`src/rtl/alu_seq_pkg.sv`:
```
// Shared types for the ALU command sequencer: opcodes, FSM states and the stored command word.
package alu_seq_pkg;

    localparam int unsigned ALU_DATA_W = 4;
    localparam int unsigned ALU_OP_W   = 2;

    localparam logic [ALU_OP_W-1:0] ALU_ADD = 2'b00;
    localparam logic [ALU_OP_W-1:0] ALU_SUB = 2'b01;
    localparam logic [ALU_OP_W-1:0] ALU_AND = 2'b10;
    localparam logic [ALU_OP_W-1:0] ALU_OR  = 2'b11;

    typedef enum logic [1:0] {
        ST_IDLE  = 2'd0,
        ST_ISSUE = 2'd1,
        ST_DONE  = 2'd2
    } state_t;

    typedef struct packed {
        logic [ALU_OP_W-1:0]   op;
        logic [ALU_DATA_W-1:0] b;
        logic [ALU_DATA_W-1:0] a;
    } cmd_t;

endpackage

```
`src/rtl/alu_seq_prog_mem.sv`:
```
// Program store: DEPTH command registers, one synchronous write port, one asynchronous read port.
module alu_seq_prog_mem
    import alu_seq_pkg::*;
#(
    parameter int unsigned  DEPTH = 8,
    localparam int unsigned IDX_W = $clog2(DEPTH)
) (
    input  logic             clk,
    input  logic             we,
    input  logic [IDX_W-1:0] wr_idx,
    input  cmd_t             wr_data,
    input  logic [IDX_W-1:0] rd_idx,
    output cmd_t             rd_data
);

    cmd_t mem_q [DEPTH];

    always_ff @(posedge clk) begin
        if (we) begin
            mem_q[wr_idx] <= wr_data;
        end
    end

    assign rd_data = mem_q[rd_idx];

endmodule

```
`src/rtl/alu_op_sequencer.sv`:
```
// Stores a short (a, b, op) program and replays it to the ALU over a registered valid/ready port.
// Optional issued-command counter output enabled by ALU_SEQ_ISSUE_COUNT_EN.
module alu_op_sequencer
    import alu_seq_pkg::*;
#(
    parameter int unsigned  DEPTH  = 8,
    parameter int unsigned  DATA_W = ALU_DATA_W,
    parameter int unsigned  OP_W   = ALU_OP_W,
    localparam int unsigned CNT_W  = $clog2(DEPTH) + 1,
    localparam int unsigned IDX_W  = $clog2(DEPTH)
) (
    input  logic              clk,
    input  logic              rst,
    input  logic              in_valid,
    output logic              in_ready,
    input  logic [DATA_W-1:0] in_a,
    input  logic [DATA_W-1:0] in_b,
    input  logic [OP_W-1:0]   in_op,
    input  logic              clear,
    input  logic              start,
    input  logic              abort,
    input  logic              loop_en,
    output logic              out_valid,
    input  logic              out_ready,
    output logic [DATA_W-1:0] out_a,
    output logic [DATA_W-1:0] out_b,
    output logic [OP_W-1:0]   out_op,
    output logic [CNT_W-1:0]  count,
    output logic              busy,
    output logic              done
`ifdef ALU_SEQ_ISSUE_COUNT_EN
    ,
    output logic [7:0]        issued_cnt
`endif
);

    state_t           state;
    logic [CNT_W-1:0] rd;
    logic [IDX_W-1:0] rd_idx;
    logic             push;
    logic             start_acc;
    logic             hs;
    logic             last;
    logic             not_full;
    cmd_t             wr_cmd;
    cmd_t             rd_cmd;

    assign push      = (state == ST_IDLE) && in_valid && in_ready && !clear;
    assign start_acc = (state == ST_IDLE) && start && !clear && !push && (count != '0);
    assign hs        = out_valid && out_ready;
    assign last      = (rd == count);
    assign not_full  = (count != CNT_W'(DEPTH));
    // A wrap reads entry 0, which also keeps the read index inside the array when count == DEPTH.
    assign rd_idx    = last ? '0 : rd[IDX_W-1:0];
    assign wr_cmd    = '{op: in_op, b: in_b, a: in_a};

    alu_seq_prog_mem #(
        .DEPTH (DEPTH)
    ) u_prog_mem (
        .clk     (clk),
        .we      (push),
        .wr_idx  (count[IDX_W-1:0]),
        .wr_data (wr_cmd),
        .rd_idx  (rd_idx),
        .rd_data (rd_cmd)
    );

    // Sequencer FSM with registered handshake, status and command outputs.
    always_ff @(posedge clk) begin
        if (rst) begin
            state     <= ST_IDLE;
            count     <= '0;
            rd        <= '0;
            in_ready  <= 1'b1;
            out_valid <= 1'b0;
            out_a     <= '0;
            out_b     <= '0;
            out_op    <= '0;
            busy      <= 1'b0;
            done      <= 1'b0;
        end else begin
            unique case (state)
                ST_IDLE: begin
                    if (clear) begin
                        count    <= '0;
                        in_ready <= 1'b1;
                    end else if (push) begin
                        count    <= count + CNT_W'(1);
                        in_ready <= (count + CNT_W'(1)) != CNT_W'(DEPTH);
                    end else if (start_acc) begin
                        out_a     <= rd_cmd.a;
                        out_b     <= rd_cmd.b;
                        out_op    <= rd_cmd.op;
                        out_valid <= 1'b1;
                        rd        <= CNT_W'(1);
                        busy      <= 1'b1;
                        in_ready  <= 1'b0;
                        state     <= ST_ISSUE;
                    end
                end
                ST_ISSUE: begin
                    if (abort) begin
                        out_valid <= 1'b0;
                        rd        <= '0;
                        busy      <= 1'b0;
                        in_ready  <= not_full;
                        state     <= ST_IDLE;
                    end else if (hs) begin
                        if (!last || loop_en) begin
                            out_a  <= rd_cmd.a;
                            out_b  <= rd_cmd.b;
                            out_op <= rd_cmd.op;
                            rd     <= last ? CNT_W'(1) : rd + CNT_W'(1);
                        end else begin
                            out_valid <= 1'b0;
                            rd        <= '0;
                            busy      <= 1'b0;
                            done      <= 1'b1;
                            state     <= ST_DONE;
                        end
                    end
                end
                ST_DONE: begin
                    done     <= 1'b0;
                    in_ready <= not_full;
                    state    <= ST_IDLE;
                end
                default: begin
                    state <= ST_IDLE;
                end
            endcase
        end
    end

`ifdef ALU_SEQ_ISSUE_COUNT_EN
    // Counts consumer handshakes, including one coinciding with abort; wraps naturally at 8 bits.
    always_ff @(posedge clk) begin
        if (rst || start_acc) begin
            issued_cnt <= '0;
        end else if (hs) begin
            issued_cnt <= issued_cnt + 8'd1;
        end
    end
`endif

endmodule

```
`config.mk`:
```
export PLATFORM = sky130hd
export DESIGN_NAME = alu_op_sequencer
export DESIGN_NICKNAME = d
export VERILOG_FILES = /design/src/rtl/alu_seq_pkg.sv /design/src/rtl/alu_seq_prog_mem.sv /design/src/rtl/alu_op_sequencer.sv
export SDC_FILE = /design/constraint.sdc
export NUM_CORES = 1
export LEC_CHECK = 0
export CAP_MARGIN = 40
export CORE_MARGIN = 5
export CORE_UTILIZATION = 30
export DETAILED_ROUTE_END_ITERATION = 8
export SETUP_SLACK_MARGIN = 0.02
export SLEW_MARGIN = 20
export SYNTH_ARGS = -nofsm -noshare
export SYNTH_HDL_FRONTEND = slang
export SYNTH_SLANG_ARGS = --single-unit
export TNS_END_PERCENT = 5
```
`constraint.sdc`:
```
create_clock -name clk -period 2.35 [get_ports clk]
set_clock_uncertainty 0.2 [all_clocks]
set_input_delay 0.47 -clock clk [delete_from_list [all_inputs] [get_ports clk]]
set_output_delay 0.47 -clock clk [all_outputs]
set_load 0.01 [all_outputs]
```
==> flow_metrics.env <==
export IMPL_hold_path_startpoint="out_a[1]"
export IMPL_syn_area_sq_um=4370
export IMPL_multi_input_area_sq_um=1400
export IMPL_synth_compound_area_frac=0.120
export IMPL_core_area_sq_um=14400
export IMPL_seqPwrFrac=0.457
export IMPL_irDropWorstVdd_v=0.000325
export IMPL_drive_above_1_share=0.221
export IMPL_critPathRequiredTime_ns=2.42
export IMPL_cap_violations=0
export IMPL_htree_levels=3
export IMPL_synth_top_area_frac=0.550
export IMPL_holdWs_ns=0.261
export IMPL_clock_fmax_ghz=0.447
export IMPL_antenna_cells=0
export IMPL_clkPwrFrac=0.323
export IMPL_cts_tree="yes"
export IMPL_p_int_mw=3.35
export IMPL_rsz0062_at_grt="false"
export IMPL_final_common_cell="edfxtp_1"
export IMPL_worst_pin_slew_ns=0.862
export IMPL_synth_fa_ha_area_frac=0.0229
export IMPL_fin_crit_ns=2.24
export IMPL_cp_arrival_ns=2.31
export IMPL_gp_congestion=0.780
export IMPL_max_slew_margin=0.423
export IMPL_viasPerCell=4.88
export IMPL_mostFrequentLayoutCells="80 x edfxtp_1, 35 x clkdlybuf4s50_1, 29 x a21oi_1, 29 x buf_4, 25 x nand2_1"
export IMPL_antenna_found_initial=0
export IMPL_finalWorstSetupSlack_ns=0.111
export IMPL_start_kind="flop"
export IMPL_post_place_ws_ns=-0.120
export IMPL_power_share_combinational=0.221
export IMPL_numCtsBuffers=9
export IMPL_clk_pin_slew_worst_paths_ns=0.07
export IMPL_p_sw_frac=0.275
export IMPL_detail_route_first_pass_iterations=4
export IMPL_final_max_slew_viol_count=0
export IMPL_yosysWarnings=0
export IMPL_cts_setup_buffers=0
export IMPL_track_usage=0.123
export IMPL_synthArstFlopShare=0
export IMPL_grt_pass1_wl_mm=15.8
export IMPL_cts_sinks=103
export IMPL_setup_viol=0
export IMPL_yosys_top_cells_area="edfxtp_1 55%, dfxtp_1 11%, mux4_2 5.2%"
export IMPL_hold_end="out_a[1]"
export IMPL_r2r_end="out_b[0]"
export IMPL_leakage_nw=1.79
export IMPL_outcome="complete, no violations"
export IMPL_p_sw_mw=1.27
export IMPL_finalSetupTns_ns=0
export IMPL_synth_edff_count=80
export IMPL_chipWidth_um=131
export IMPL_drtAntennaViolNets=0
export IMPL_synth_xor_area_frac=0.0100
export IMPL_crit_path_start="count[1]"
export IMPL_grt_max_degree=26
export IMPL_synth_fp_nets=346
export IMPL_r2r_slack_ns=0.11
export IMPL_synthMuxAreaShare=0.0797
export IMPL_clk_insertion_delay_late_ns=0.34
export IMPL_wl_mm=9.84
export IMPL_root_buffer="clkbuf_16"
export IMPL_crit_path_end_kind="flop"
export IMPL_yosysSeqAreaShare=0.656
export IMPL_r2r_start="count[1]"
export IMPL_synth_avg_cell_area_sq_um=13.6
export IMPL_regArea_sq_um=2870
export IMPL_drc=0
export IMPL_fp_row_count=44
export IMPL_fin_total_pwr_mw=4.62
export IMPL_hpwl_mm=6.50
export IMPL_yosys_area_top_type="edfxtp_1"
export IMPL_crit_type="reg2reg"
export IMPL_fin_area_sq_um=5450
export IMPL_vias=2774
export IMPL_die_area_sq_um=17100
export IMPL_rr_worst_depth=8
export IMPL_die_y_um=131
export IMPL_first_iter_violations=162
export IMPL_nNetsFinal=405
export IMPL_io_buffers=35
export IMPL_initial_core_util=0.303
export IMPL_final_core_util=0.378
export IMPL_yosys_most_used_dff="edfxtp_1"
export IMPL_hold_violations=0
export IMPL_synth_distinct_cells=44
export IMPL_grt_pass1_vias=2880
export IMPL_wl_per_cell_um=17.3
export IMPL_placedCellCount=553
export IMPL_ys_ff_latch=103
export IMPL_netlist_instances=320
export IMPL_synth_simple_area_share=0.0777
export IMPL_whs_path_depth=2
export IMPL_synth_top_family_by_area="compound AO/OA/AOI/OAI gates"
export IMPL_critPathMaxFanout=10
export IMPL_power_density_nw_per_um2=846
export IMPL_pin_count=36
export IMPL_period_share=0.953
export IMPL_overflow=0
export IMPL_placed_area_sq_um=5130
export IMPL_clockBufferDepth=2
export IMPL_min_path_type="reg2reg"
export IMPL_n_fill_cell=1369
export IMPL_final_cells=568
export IMPL_syn_to_final_growth_pct=24.9
-- power groups by stage --
stage	Sequential [mW]	Combinational (mW)	Clock, mW
after floorplan	2.15	0.575	0
after global placement	2.15	0.991	0
after detailed placement	2.15	1.01	0
after CTS	2.11	1.01	1.55
after global routing	2.12	1.11	1.60
final	2.11	1.02	1.49
-- cell usage after synthesis, types with 6 or more instances --
library cell / number
nand3_1: 6
mux4_2: 10
o21a_1: 10
mux2_2: 10
ha_1: 8
buf_2: 8
a21oi_1: 29
nor2_1: 14
o22ai_1: 20
dfxtp_1: 23
edfxtp_1: 80
nand2_1: 25
nor3_1: 6
inv_1: 17
-- worst max-delay path by stage --
stage | endpoint | slack [ns] | cells after the start
CTS | out_b[0] | 0.02 | 9
detailed placement | u_prog_mem.mem_q[1][0] | -0.12 | 6
floorplan | u_prog_mem.mem_q[1][0] | -0.03 | 5
finish | out_b[0] | 0.11 | 8
global route | out_a[0] | 0.03 | 8
global placement | out_op[1] | -0.08 | 7
-- cells by family (layout without fill, tap and decap cells) --
group	Yosys count	after routing
multiplexers	21	21
flip-flops	103	103
AO/OA/AOI/OAI	81	81
AND/OR/NAND/NOR	67	67
buffers and inverters	35	99
adder cells (fa/ha/maj)	8	8
XOR/XNOR	5	5
-- state kept, by name (all words and copies together), names as in the netlist --
name,flops
u_prog_mem.mem_q,80
count,4
out_a,4
out_b,4
rd,4
out_op,2
state,2
busy,1
done,1
in_ready,1
-- layer usage --
layer,global-route usage,wire (um),up-vias
met5,0,0,-
met4,0.0544,283,0
met3,0.0289,356,16
met2,0.202,4830,46
met1,0.154,4370,1376
li1,-,-,1336
-- area by class of cell --
class                           instances  area share
Sequential cell                       103       0.525
Multi-Input combinational cell        182       0.256
Timing Repair Buffer                   66       0.110
Tap cell                              184      0.0422
Clock buffer                            9      0.0413
Clock inverter                          7      0.0133
Inverter                               17      0.0117
-- worst max-delay path, cell delays in order, from the launching register on --
cell     delay, ns
dfxtp_2       0.32
inv_2         0.06
ha_2          0.17
or3b_4        0.41
a31oi_4       0.18
buf_6         0.13
nor3_1        0.05
or3_4         0.48
o22ai_1       0.17
-- timing repair --
action,CTS,global route
hold buffers,0,0
setup endpoints to repair,0,30
gates resized for setup,0,13
(Power assumes the default switching activity.)
